File: config.mk
export PLATFORM = sky130hd
export DESIGN_NAME = rv32v_memory_stage
export DESIGN_NICKNAME = d
export VERILOG_FILES = /design/src/rtl/rv32v_memory_stage.sv
export SDC_FILE = /design/constraint.sdc
export NUM_CORES = 1
export LEC_CHECK = 0
export CAP_MARGIN = 10
export CELL_PAD_IN_SITES_DETAIL_PLACEMENT = 0
export CELL_PAD_IN_SITES_GLOBAL_PLACEMENT = 1
export CORE_MARGIN = 4
export CORE_UTILIZATION = 25
export CTS_CLUSTER_DIAMETER = 40
export CTS_CLUSTER_SIZE = 20
export DETAILED_ROUTE_END_ITERATION = 10
export DONT_BUFFER_PORTS = 1
export GPL_ROUTABILITY_DRIVEN = 0
export PLACE_DENSITY_LB_ADDON = 0.1
export SKIP_LAST_GASP = 1
export SLEW_MARGIN = 20
export SYNTH_ARGS = -nofsm -noshare
export SYNTH_HDL_FRONTEND = slang
export SYNTH_SLANG_ARGS = --single-unit
File: constraint.sdc
create_clock -name CLK -period 4.3 [get_ports CLK]
set_input_delay 1.075 -clock CLK [delete_from_list [all_inputs] [get_ports CLK]]
set_output_delay 1.075 -clock CLK [all_outputs]
set_load 0.05 [all_outputs]
File: src/rtl/rv32v_memory_stage.sv
// Vector memory stage: latches one two-lane vector op, performs the lane
// accesses to data memory one after the other, then presents the result
// as a single-cycle writeback pulse.

package rv32v_types_pkg;
    typedef logic [4:0] offset_t;
endpackage

module rv32v_memory_stage
    import rv32v_types_pkg::*;
#(
    parameter int WAIT_LIMIT = 16
) (
    input  logic        CLK,
    input  logic        RST,
    input  logic        ex_valid,
    output logic        mem_ready,
    input  logic        load,
    input  logic        store,
    input  logic        wen0,
    input  logic        wen1,
    input  logic [31:0] aluresult0,
    input  logic [31:0] aluresult1,
    input  logic [31:0] storedata0,
    input  logic [31:0] storedata1,
    input  offset_t     woffset0,
    input  offset_t     woffset1,
    input  logic        config_type,
    input  logic [31:0] vl,
    input  logic [31:0] vtype,
    output logic        dmem_ren,
    output logic        dmem_wen,
    output logic [31:0] dmem_addr,
    output logic [31:0] dmem_wdata,
    input  logic [31:0] dmem_rdata,
    input  logic        dmem_busy,
    input  logic        flush,
    output logic        wb_valid,
    output logic [31:0] wb_wdat0,
    output logic [31:0] wb_wdat1,
    output logic        wb_wen0,
    output logic        wb_wen1,
    output offset_t     wb_woffset0,
    output offset_t     wb_woffset1,
    output logic        wb_config_type,
    output logic [31:0] wb_vl,
    output logic [31:0] wb_vtype,
    output logic        wb_misaligned,
    output logic        wb_timeout
);

    typedef enum logic [1:0] {IDLE, LANE0, LANE1, DONE} state_t;

    localparam int             CW        = $clog2(WAIT_LIMIT + 1);
    localparam logic [CW-1:0]  LAST_WAIT = CW'(WAIT_LIMIT - 1);

    state_t        state_q, state_d;
    logic          op_load_q, op_store_q;
    logic          wen0_q, wen1_q;
    logic [31:0]   addr0_q, addr1_q, sdata0_q, sdata1_q;
    logic [31:0]   wdat0_q, wdat1_q;
    offset_t       woff0_q, woff1_q;
    logic          cfg_q;
    logic [31:0]   vl_q, vtype_q;
    logic          misal_q, tmo_q;
    logic [CW-1:0] wait_q;

    // Current lane view: which address is on the bus and how the access ends.
    logic        in_lane, lane_misal, lane_tmo, lane_done;
    logic [31:0] lane_addr, lane_sdata, lane_result;

    assign in_lane     = (state_q == LANE0) || (state_q == LANE1);
    assign lane_addr   = (state_q == LANE1) ? addr1_q  : addr0_q;
    assign lane_sdata  = (state_q == LANE1) ? sdata1_q : sdata0_q;
    assign lane_misal  = |lane_addr[1:0];
    assign lane_tmo    = in_lane && !lane_misal && dmem_busy && (wait_q == LAST_WAIT);
    assign lane_done   = in_lane && (lane_misal || !dmem_busy || lane_tmo);
    // Stores keep the lane address as their result; failed lanes return zero.
    assign lane_result = (lane_misal || lane_tmo) ? 32'h0 :
                         (op_load_q ? dmem_rdata : lane_addr);

    // State register; reset and flush both abandon whatever is in flight.
    always_ff @(posedge CLK) begin
        // NOTE: every clocked assignment is non-blocking so all registers
        // update together from pre-edge values, independent of block order.
        state_q <= state_d;
    end

    // Next-state and strobe/handshake decode.
    always_comb begin
        // NOTE: every output gets a default first, so no path can leave one
        // unassigned and infer a latch.
        state_d    = state_q;
        mem_ready  = 1'b0;
        dmem_ren   = 1'b0;
        dmem_wen   = 1'b0;
        dmem_addr  = 32'h0;
        dmem_wdata = 32'h0;
        wb_valid   = 1'b0;
        case (state_q)
            IDLE: begin
                mem_ready = 1'b1;
                if (ex_valid) begin
                    if ((load || store) && wen0)      state_d = LANE0;
                    else if ((load || store) && wen1) state_d = LANE1;
                    else                              state_d = DONE;
                end
            end
            LANE0, LANE1: begin
                dmem_addr  = lane_addr;
                dmem_wdata = lane_sdata;
                if (!lane_misal) begin
                    dmem_ren = op_load_q;
                    dmem_wen = op_store_q;
                end
                if (lane_done)
                    state_d = (state_q == LANE0 && wen1_q) ? LANE1 : DONE;
            end
            DONE: begin
                wb_valid = !flush;
                state_d  = IDLE;
            end
            default: state_d = IDLE;
        endcase
        if (RST || flush) state_d = IDLE;
        // Reset forces the idle view on the outputs even before the first edge.
        if (RST) begin
            mem_ready  = 1'b1;
            dmem_ren   = 1'b0;
            dmem_wen   = 1'b0;
            dmem_addr  = 32'h0;
            dmem_wdata = 32'h0;
            wb_valid   = 1'b0;
        end
    end

    // Op latch, per-lane result capture, wait counter and sticky error flags.
    always_ff @(posedge CLK) begin
        if (RST) begin
            op_load_q  <= 1'b0;
            op_store_q <= 1'b0;
            wen0_q     <= 1'b0;
            wen1_q     <= 1'b0;
            addr0_q    <= '0;
            addr1_q    <= '0;
            sdata0_q   <= '0;
            sdata1_q   <= '0;
            wdat0_q    <= '0;
            wdat1_q    <= '0;
            woff0_q    <= '0;
            woff1_q    <= '0;
            cfg_q      <= 1'b0;
            vl_q       <= '0;
            vtype_q    <= '0;
            misal_q    <= 1'b0;
            tmo_q      <= 1'b0;
            wait_q     <= '0;
        end else if (flush) begin
            misal_q <= 1'b0;
            tmo_q   <= 1'b0;
            wait_q  <= '0;
        end else if (state_q == IDLE && ex_valid) begin
            op_load_q  <= load;
            op_store_q <= store;
            wen0_q     <= wen0;
            wen1_q     <= wen1;
            addr0_q    <= aluresult0;
            addr1_q    <= aluresult1;
            sdata0_q   <= storedata0;
            sdata1_q   <= storedata1;
            wdat0_q    <= wen0 ? aluresult0 : 32'h0;
            wdat1_q    <= wen1 ? aluresult1 : 32'h0;
            woff0_q    <= woffset0;
            woff1_q    <= woffset1;
            cfg_q      <= config_type;
            vl_q       <= vl;
            vtype_q    <= vtype;
            misal_q    <= 1'b0;
            tmo_q      <= 1'b0;
            wait_q     <= '0;
        end else if (in_lane) begin
            if (lane_done) begin
                wait_q <= '0;
                if (lane_misal) misal_q <= 1'b1;
                if (lane_tmo)   tmo_q   <= 1'b1;
                if (state_q == LANE1) wdat1_q <= lane_result;
                else                  wdat0_q <= lane_result;
            end else begin
                wait_q <= wait_q + CW'(1);
            end
        end
    end

    assign wb_wdat0       = RST ? 32'h0 : wdat0_q;
    assign wb_wdat1       = RST ? 32'h0 : wdat1_q;
    assign wb_wen0        = !RST && wen0_q;
    assign wb_wen1        = !RST && wen1_q;
    assign wb_woffset0    = RST ? offset_t'(0) : woff0_q;
    assign wb_woffset1    = RST ? offset_t'(0) : woff1_q;
    assign wb_config_type = !RST && cfg_q;
    assign wb_vl          = RST ? 32'h0 : vl_q;
    assign wb_vtype       = RST ? 32'h0 : vtype_q;
    assign wb_misaligned  = !RST && misal_q;
    assign wb_timeout     = !RST && tmo_q;

endmodule

After elaboration in Yosys (flattened, before gate mapping)
Index checks and enable logic that the tools add are counted.
{ "word_totals": {"register_bits": 280, "input_bits": 244, "wordCells": 105} }
{ "classes": {"addsub": 1, "n_eq_ne": 7, "mux": 41, "bitwise_logic": 1, "reduce_logical": 36} }
{ "ops": {"columns": ["cell", "n"], "rows": [
  ["$mux 32", 22],
  ["$mux 5", 3],
  ["$logic_and 1x1->1", 13],
  ["$mux 1", 12],
  ["$reduce_and 4->1", 2],
  ["$logic_or 1x1->1", 6],
  ["$mux 2", 3],
  ["$pmux 2 s3", 1],
  ["$reduce_and 3->1", 2],
  ["$reduce_bool 2->1", 3],
  ["$add 5x1->5 const B", 1],
  ["$eq 5x4->1 const B", 1],
  ["$eq 2x2->1 const B", 2],
  ["$logic_not 1->1", 4],
  ["$ne 2x2->1 const B", 2],
  ["$reduce_and 2->1", 2],
  ["$reduce_or 2->1", 2],
  ["$reduce_or 3->1", 1],
  ["$eq 2x1->1 const B", 1],
  ["$logic_not 2->1", 1],
  ["$ne 2x1->1 const B", 1],
  ["$not 1->1", 1]
]} }

Depth between registers and ports, before layout
Gate-level depths: netlist of run 1.
{ "logic_depth": {"ltp_word": 13, "depth_mapped": 9, "mapped_depth_nobuf": 7} }

Worst setup path after synthesis of run 1
Ideal clock, no wire load.
{ "synth_timing": {"path_type": "input -> output", "startpoint": "input RST", "endpoint": "output dmem_wdata[10]", "arrival_time_ps": 2423, "setup_slack_ps": 802, "cell_stages": 5, "n_path_buf": 3, "cell_sequence": "buf_2 > nand2b_1 > clkbuf_1 > buf_1 > nor2_1"} }
{ "synth_between": {"elab_chain_len": 1} }
{ "synth_lines": {"columns": ["element", "line_no", "source"], "rows": [
  ["start: declaration", "15", "input logic RST,"],
  ["$mux 32", "127", "if (RST) begin"],
  ["end: declaration", "34", "output logic [31:0] dmem_wdata,"]
]} }
Every way passes these cells.

Final worst setup path of run 1
{ "layout_timing": {"startpoint": "register state_q[0]", "endpoint": "output dmem_ren"} }
{ "layout_between": {"elab_chain_len": 6, "elab_cells_between_ends": 8, "cone_classes": "eq/ne: 2; mux: 4; reduce/logical: 2"} }
{ "layout_lines": {"columns": ["element", "line_no", "source"], "rows": [
  ["start: declaration", "57", "state_t state_q, state_d;"],
  ["start signal: assignment", "86", "state_q <= state_d;"],
  ["$eq 2x2->1", "73, 100", null],
  ["$mux 32", "73", "assign lane_addr = (state_q == LANE1) ? addr1_q : addr0_q;"],
  ["$reduce_or 2->1", "75", "assign lane_misal = |lane_addr[1:0];"],
  ["$mux 1", "112", "if (!lane_misal) begin"],
  ["$mux 1 (*)", "100", "case (state_q)"],
  ["$mux 1 (*)", "127", null],
  ["end: declaration", "31", "output logic dmem_ren,"]
]} }
Every way passes the cells marked *; elsewhere a longest branch is shown, timed or not.

==> out/qor.csv, run 1 <==
metric,value,unit
status,"complete, no violations",
Fin Setup TNS,0,ns
total gr overflow,0,
area delta synth->final,28.3,%
clock-pin slew on the worst setup and hold paths,0.04,ns
fin crit share,94.1,%
count of final setup violators,0,
post_cts resized,0,
syn nets,1777,
Worst slew margin,29.2,%
crit path DAT,2.97,ns
number of synthesized flops with an enable pin,0,
Mapped Area,0.0125,mm^2
postcts setup bufs,0,
CTS buffer count,60,
Worst-Skew Late Latency,0.59,ns
# fillers,5246,
endpoints failing hold,0,
skew final,0.0236,ns
initial antenna violation count,3,
DP HPWL,31.8,mm
design area,0.0160,mm^2
area of the multi-input gates,0.00636,mm^2
share of layout cells above drive strength 1,17.8,%
"count leader, synth",nand2_1,
Ports,455,
Syn. warnings,0,
pin count of the biggest net entering global routing,344,
critical path peak fanout,34,
Synth area leaders,"dfxtp_1 45%, nand2_1 12%, a21oi_1 8.1%",
antenna-violating nets left,0,
drt first-iter violations,579,
clk buf depth,3,
Least-Margin Pin Slew,1.06,ns
GRT Total Usage,17.5,%
final WL,49.7,mm
vias in the first global route,11300,
IO Port Bufs,0,
critical path startpoint category,register,
Layout Nets,1859,
Synth Instances,1526,
critical path class,reg -> out,
DRC viols,0,
VDD IR max,0.000411,V
pwr dens,542,mW/mm^2
full die area,0.0536,mm^2
Hold Crit Class,reg -> reg,
DR vias,11100,
Mean Syn Cell Area,8.19,um^2
Die Span Y,232,um
die width,232,um
per-cell routed wire length,21.4,um
"Async S/R FF share, synth",0,%
Critical Path RT,3.22,ns
RSZ-0062 raised after global routing,no,
first-pass GRT wire length,72.7,mm
area share of the largest cell type after synthesis,44.9,%
H-tree depth,2,
Root Buffer,clkbuf_16,
Max Cap Viol,0,
Pins Over Slew Limit,0,
Achievable Freq,247,MHz
CTS tree,built,
Post-synth top flop,dfxtp_1,
row count,81,
Lkg Pwr,0.00577,uW
post-synthesis sequential area ratio,44.9,%
Crit. End Element,output port,
First-pass DRT Iterations,5,
post-synth cell types,38,
Tmin final,4.05,ns
CTS hold repair buffers,0,
Reg area,0.00561,mm^2
Core ar.,0.0492,mm^2
placed inst area,0.0140,mm^2
Vias/cell,4.79,
Synth top cells by count,"397 x nand2_1, 280 x dfxtp_1, 202 x a21oi_1",
Synth Register Bits,280,
Clock Sinks,280,
"area leader, netlist",dfxtp_1,
Initial Util,25.4,%
stage by stage:
step	utilization [%]	cells	worst slack, ns	total power [uW]	hold WS, ns
after floorplan	-	1526	0.802	3920	0.429
after global placement	28.5	2210	0.884	4220	0.441
after detailed placement	28.5	2210	0.848	4230	0.446
after CTS	32.6	2319	0.193	8840	0.452
after global routing	32.6	2321	0.154	9050	0.463
final	32.6	2322	0.254	8680	0.450
power breakdown:
| group | total, uW | switching, uW | leakage, uW | internal (uW) |
|---|---|---|---|---|
| sequential | 2890 | 83.2 | 0.00229 | 2810 |
| combinational | 1270 | 890 | 0.00252 | 379 |
| clock | 4530 | 1510 | 0.000960 | 3020 |
| total | 8680 | 2480 | 0.00577 | 6200 |
worst max-delay path, cell delays in order (launching register included):
cell	delay, ns
dfxtp_1	0.33
inv_1	0.15
ha_4	0.62
or3b_4	0.50
nand2_1	0.20
and3_1	0.55
kinds of logic (layout without fill, tap and decap cells):
| kind of cell | count (synthesis) | count (layout) | share of synthesized area [%] |
|---|---|---|---|
| and+or+nand+nor | 641 | 641 | 22.9 |
| AOI/OAI and AO/OA | 388 | 388 | 21.2 |
| DFF | 280 | 280 | 44.9 |
| buffers and inverters | 143 | 272 | 5.00 |
| muxes | 67 | 67 | 5.37 |
| adders and majority gates | 7 | 7 | 0.701 |
| other | 0 | 3 | 0 |
final cells by class:
cell class                 instances  share of cell area (%)
clock inverter                    29                    2.00
timing repair buffer             157                    7.51
inverter                           6                   0.141
multi-input combinational       1103                    39.7
clock buffer                      80                    10.5
sequential                       280                    35.0
antenna                            3                  0.0468
tap                              664                    5.18
state kept, by name, summed over array words and instances, names as in the netlist:
signal / flops
addr0_q: 32
addr1_q: 32
sdata0_q: 32
sdata1_q: 32
vl_q: 32
vtype_q: 32
wdat0_q: 32
wdat1_q: 32
wait_q: 5
woff0_q: 5
woff1_q: 5
state_q: 2
cfg_q: 1
misal_q: 1
op_load_q: 1
op_store_q: 1
tmo_q: 1
wen0_q: 1
wen1_q: 1
metal layers:
layer	share of wire (%)	wire, um	global-route usage, %
met5	0	0	0
met4	2.6	1310	6.30
met2	46	23100	28.2
met1	43	21200	21.7
met3	8.4	4160	6.12
layout by cell type, fill, tap and decap left out, types with 3 or more instances in the layout:
cell type / synthesis / layout
nand2_1: 397 / 397
inv_6: 0 / 4
nor2_1: 72 / 69
inv_1: 5 / 5
clkinv_4: 0 / 4
nand2b_1: 6 / 5
a311oi_1: 42 / 42
bufinv_16: 0 / 5
clkbuf_16: 0 / 61
nor2b_1: 147 / 147
clkbuf_1: 80 / 11
o22a_1: 75 / 75
clkbuf_8: 0 / 8
buf_4: 9 / 155
clkinv_2: 0 / 8
ha_1: 7 / 6
o211ai_1: 3 / 3
and2_1: 3 / 3
o21ai_0: 35 / 35
nor2_4: 0 / 3
mux2i_1: 67 / 67
a311oi_2: 22 / 22
and3_1: 4 / 3
dfxtp_1: 280 / 279
clkinvlp_4: 0 / 8
diode_2: 0 / 3
a21oi_1: 202 / 202
worst paths after layout:
kind              depth (start not counted)  slack [ns]                  endpoint                     start
hold reg to reg                           2        0.45  sdata1_q[6]$_SDFFE_PP0P_  sdata1_q[6]$_SDFFE_PP0P_
setup reg to reg                          7        1.33  addr1_q[16]$_SDFFE_PP0P_   state_q[1]$_SDFFE_PP0P_
setup / recovery                          5        0.25                  dmem_ren   state_q[0]$_SDFFE_PP0P_
hold / removal                            2        0.45  sdata1_q[6]$_SDFFE_PP0P_  sdata1_q[6]$_SDFFE_PP0P_
No activity file was read; power rests on OpenSTA's default activity.
==> run 2, diff against run 1 <==
Settings changed: BUFFER_PORTS_ARGS set to -buffer_cell sky130_fd_sc_hd__buf_2, CELL_PAD_IN_SITES_DETAIL_PLACEMENT 0 to not set, CELL_PAD_IN_SITES_GLOBAL_PLACEMENT 1 to not set, DONT_BUFFER_PORTS 1 to not set, PLACE_DENSITY_LB_ADDON 0.1 to not set.
==> run 2 against run 1 <==
Against the previous run: wire length decreased by 6.0%; combinational power rose by 15%; non-clock buffer count is 325 higher; die area unchanged; sequential power about the same.
==> out/qor.csv, run 2 (synthesis gave the netlist of run 1 again) <==
metric,value,unit
endpoints failing hold,0,
crit path cell chain,inv_1 > ha_4 > buf_4 > or3_4 > nand2_1 > and3_1 > buf_2,
Critical Path RT,3.22,ns
"commonest non-fill, non-tap cell in the layout",buf_2,
worst r2r path cells,8,
row count,81,
drt first-iter violations,671,
CTS hold repair buffers,0,
First-pass DRT Iterations,7,
pwr dens,505,mW/mm^2
CTS buffer count,50,
GRT Total Usage,16.4,%
Ports,455,
critical path class,reg -> out,
pin count of the biggest net entering global routing,137,
first-pass GRT wire length,69.8,mm
critical path depth,7,
Worst setup endpoint,dmem_ren,
Clock Sinks,280,
Lkg Pwr,0.00713,uW
initial antenna violation count,3,
Final Core Density,35.2,%
Critical R2R Capture,wdat0_q[14]$_SDFFE_PP0P_,
Buf/Inv on CP,3,
Layout Nets,2174,
antenna-violating nets left,0,
"CP delay by family, top",simple AND/OR/NAND/NOR gates,
count of final setup violators,0,
fin crit share,88.0,%
Worst slew margin,29.7,%
DRC viols,0,
RR Startpoint,state_q[0]$_SDFFE_PP0P_,
VDD IR max,0.000380,V
per-cell routed wire length,17.8,um
setup slack after layout,0.514,ns
Vias/cell,4.71,
Achievable Freq,264,MHz
CP max stage cell,or3_4,
Tmin final,3.79,ns
H-tree depth,2,
total gr overflow,0,
ANT cells,0,
status,"complete, no violations",
Power Total,8720,uW
Root Buffer,clkbuf_16,
Hold Crit Class,reg -> reg,
Initial Util,25.4,%
Core ar.,0.0492,mm^2
IO Port Bufs,454,
Hold Path Depth,2,
postcts setup bufs,0,
Die Span Y,232,um
Pins Over Slew Limit,0,
area delta synth->final,38.3,%
share of layout cells above drive strength 1,31.2,%
CTS tree,built,
CP peak stage delay,0.43,ns
Reg2Reg Setup Slack,1.37,ns
DR vias,12400,
clock-pin slew on the worst setup and hold paths,0.05,ns
critical path startpoint category,register,
full die area,0.0536,mm^2
"commonest cells after routing, fill and taps aside","453 x buf_2, 397 x nand2_1, 279 x dfxtp_1, 202 x a21oi_1, 147 x nor2b_1",
clk buf depth,3,
vias in the first global route,12200,
final WL,46.8,mm
skew final,0.0169,ns
crit path DAT,2.71,ns
RSZ-0062 raised after global routing,no,
pre-CTS setup slack,0.806,ns
DP HPWL,32.6,mm
Max Cap Viol,0,
die width,232,um
post_cts resized,0,
Worst-Skew Late Latency,0.57,ns
Fin Setup TNS,0,ns
critical path peak fanout,24,
critical path launch point,state_q[0]$_SDFFE_PP0P_,
Least-Margin Pin Slew,1.05,ns
Crit. End Element,output port,
## run 2: changes by cell type in the layout (fill, tap and decap cells not counted), sizes merged
cell    previous run  this run
bufinv             5        10
clkinv            13         7
diode              3         0
buf              157       482
clkbuf            80        57
inv                9        17
## run 2: stage by stage
| step | area [um^2] | cells | hold WS, ns |
|---|---|---|---|
| 6_report | 17300 | 2628 | 0.451 |
| 5_1_grt | 17300 | 2628 | 0.466 |
| 4_1_cts | 17300 | 2628 | 0.453 |
| 3_5_place_dp | 15400 | 2535 | 0.446 |
| 3_3_place_gp | 15400 | 2535 | 0.441 |
| 2_1_floorplan | 12500 | 1526 | 0.429 |
## run 2: how the worst min path moves through the flow
stage                               from                         to  slack, ns
2_1_floorplan       misal_q$_SDFFE_PP0P_       misal_q$_SDFFE_PP0P_       0.43
3_3_place_gp   sdata0_q[21]$_SDFFE_PP0P_  sdata0_q[21]$_SDFFE_PP0P_       0.44
3_5_place_dp    sdata0_q[0]$_SDFFE_PP0P_   sdata0_q[0]$_SDFFE_PP0P_       0.45
4_1_cts         addr0_q[20]$_SDFFE_PP0P_   addr0_q[20]$_SDFFE_PP0P_       0.45
5_1_grt         addr0_q[27]$_SDFFE_PP0P_   addr0_q[27]$_SDFFE_PP0P_       0.47
6_report        addr0_q[20]$_SDFFE_PP0P_   addr0_q[20]$_SDFFE_PP0P_       0.45
## run 2: cell type report
class,instances,area [um^2]
fill,5109,31900
multi-input combinational,1103,6360
sequential,280,5610
timing repair buffer,482,2590
clock buffer,57,1340
tap,664,831
clock inverter,36,536
inverter,6,22.5
## run 2: power by group
group          switching [uW]  internal, uW  total [uW]
logic                     991           474        1460
clock network            1480          2880        4370
registers                88.4          2800        2890
## run 2: routing by layer
layer  global-route usage, %  wire length [um]  vias up
li1                        -                 -     6006
met1                    20.6             20000     5810
met2                    27.5             21900      469
met3                    4.28              3580       87
met4                    5.42              1240        2
met5                       0                17        -
## run 2: worst register-to-register path: cells and delay by family (launching register included)
kind            cells  cell delay, ns
simple gates        1            0.64
compound gates      3            0.49
flops               1            0.33
fa+ha+maj           1            0.35
buf+inv             3            0.96
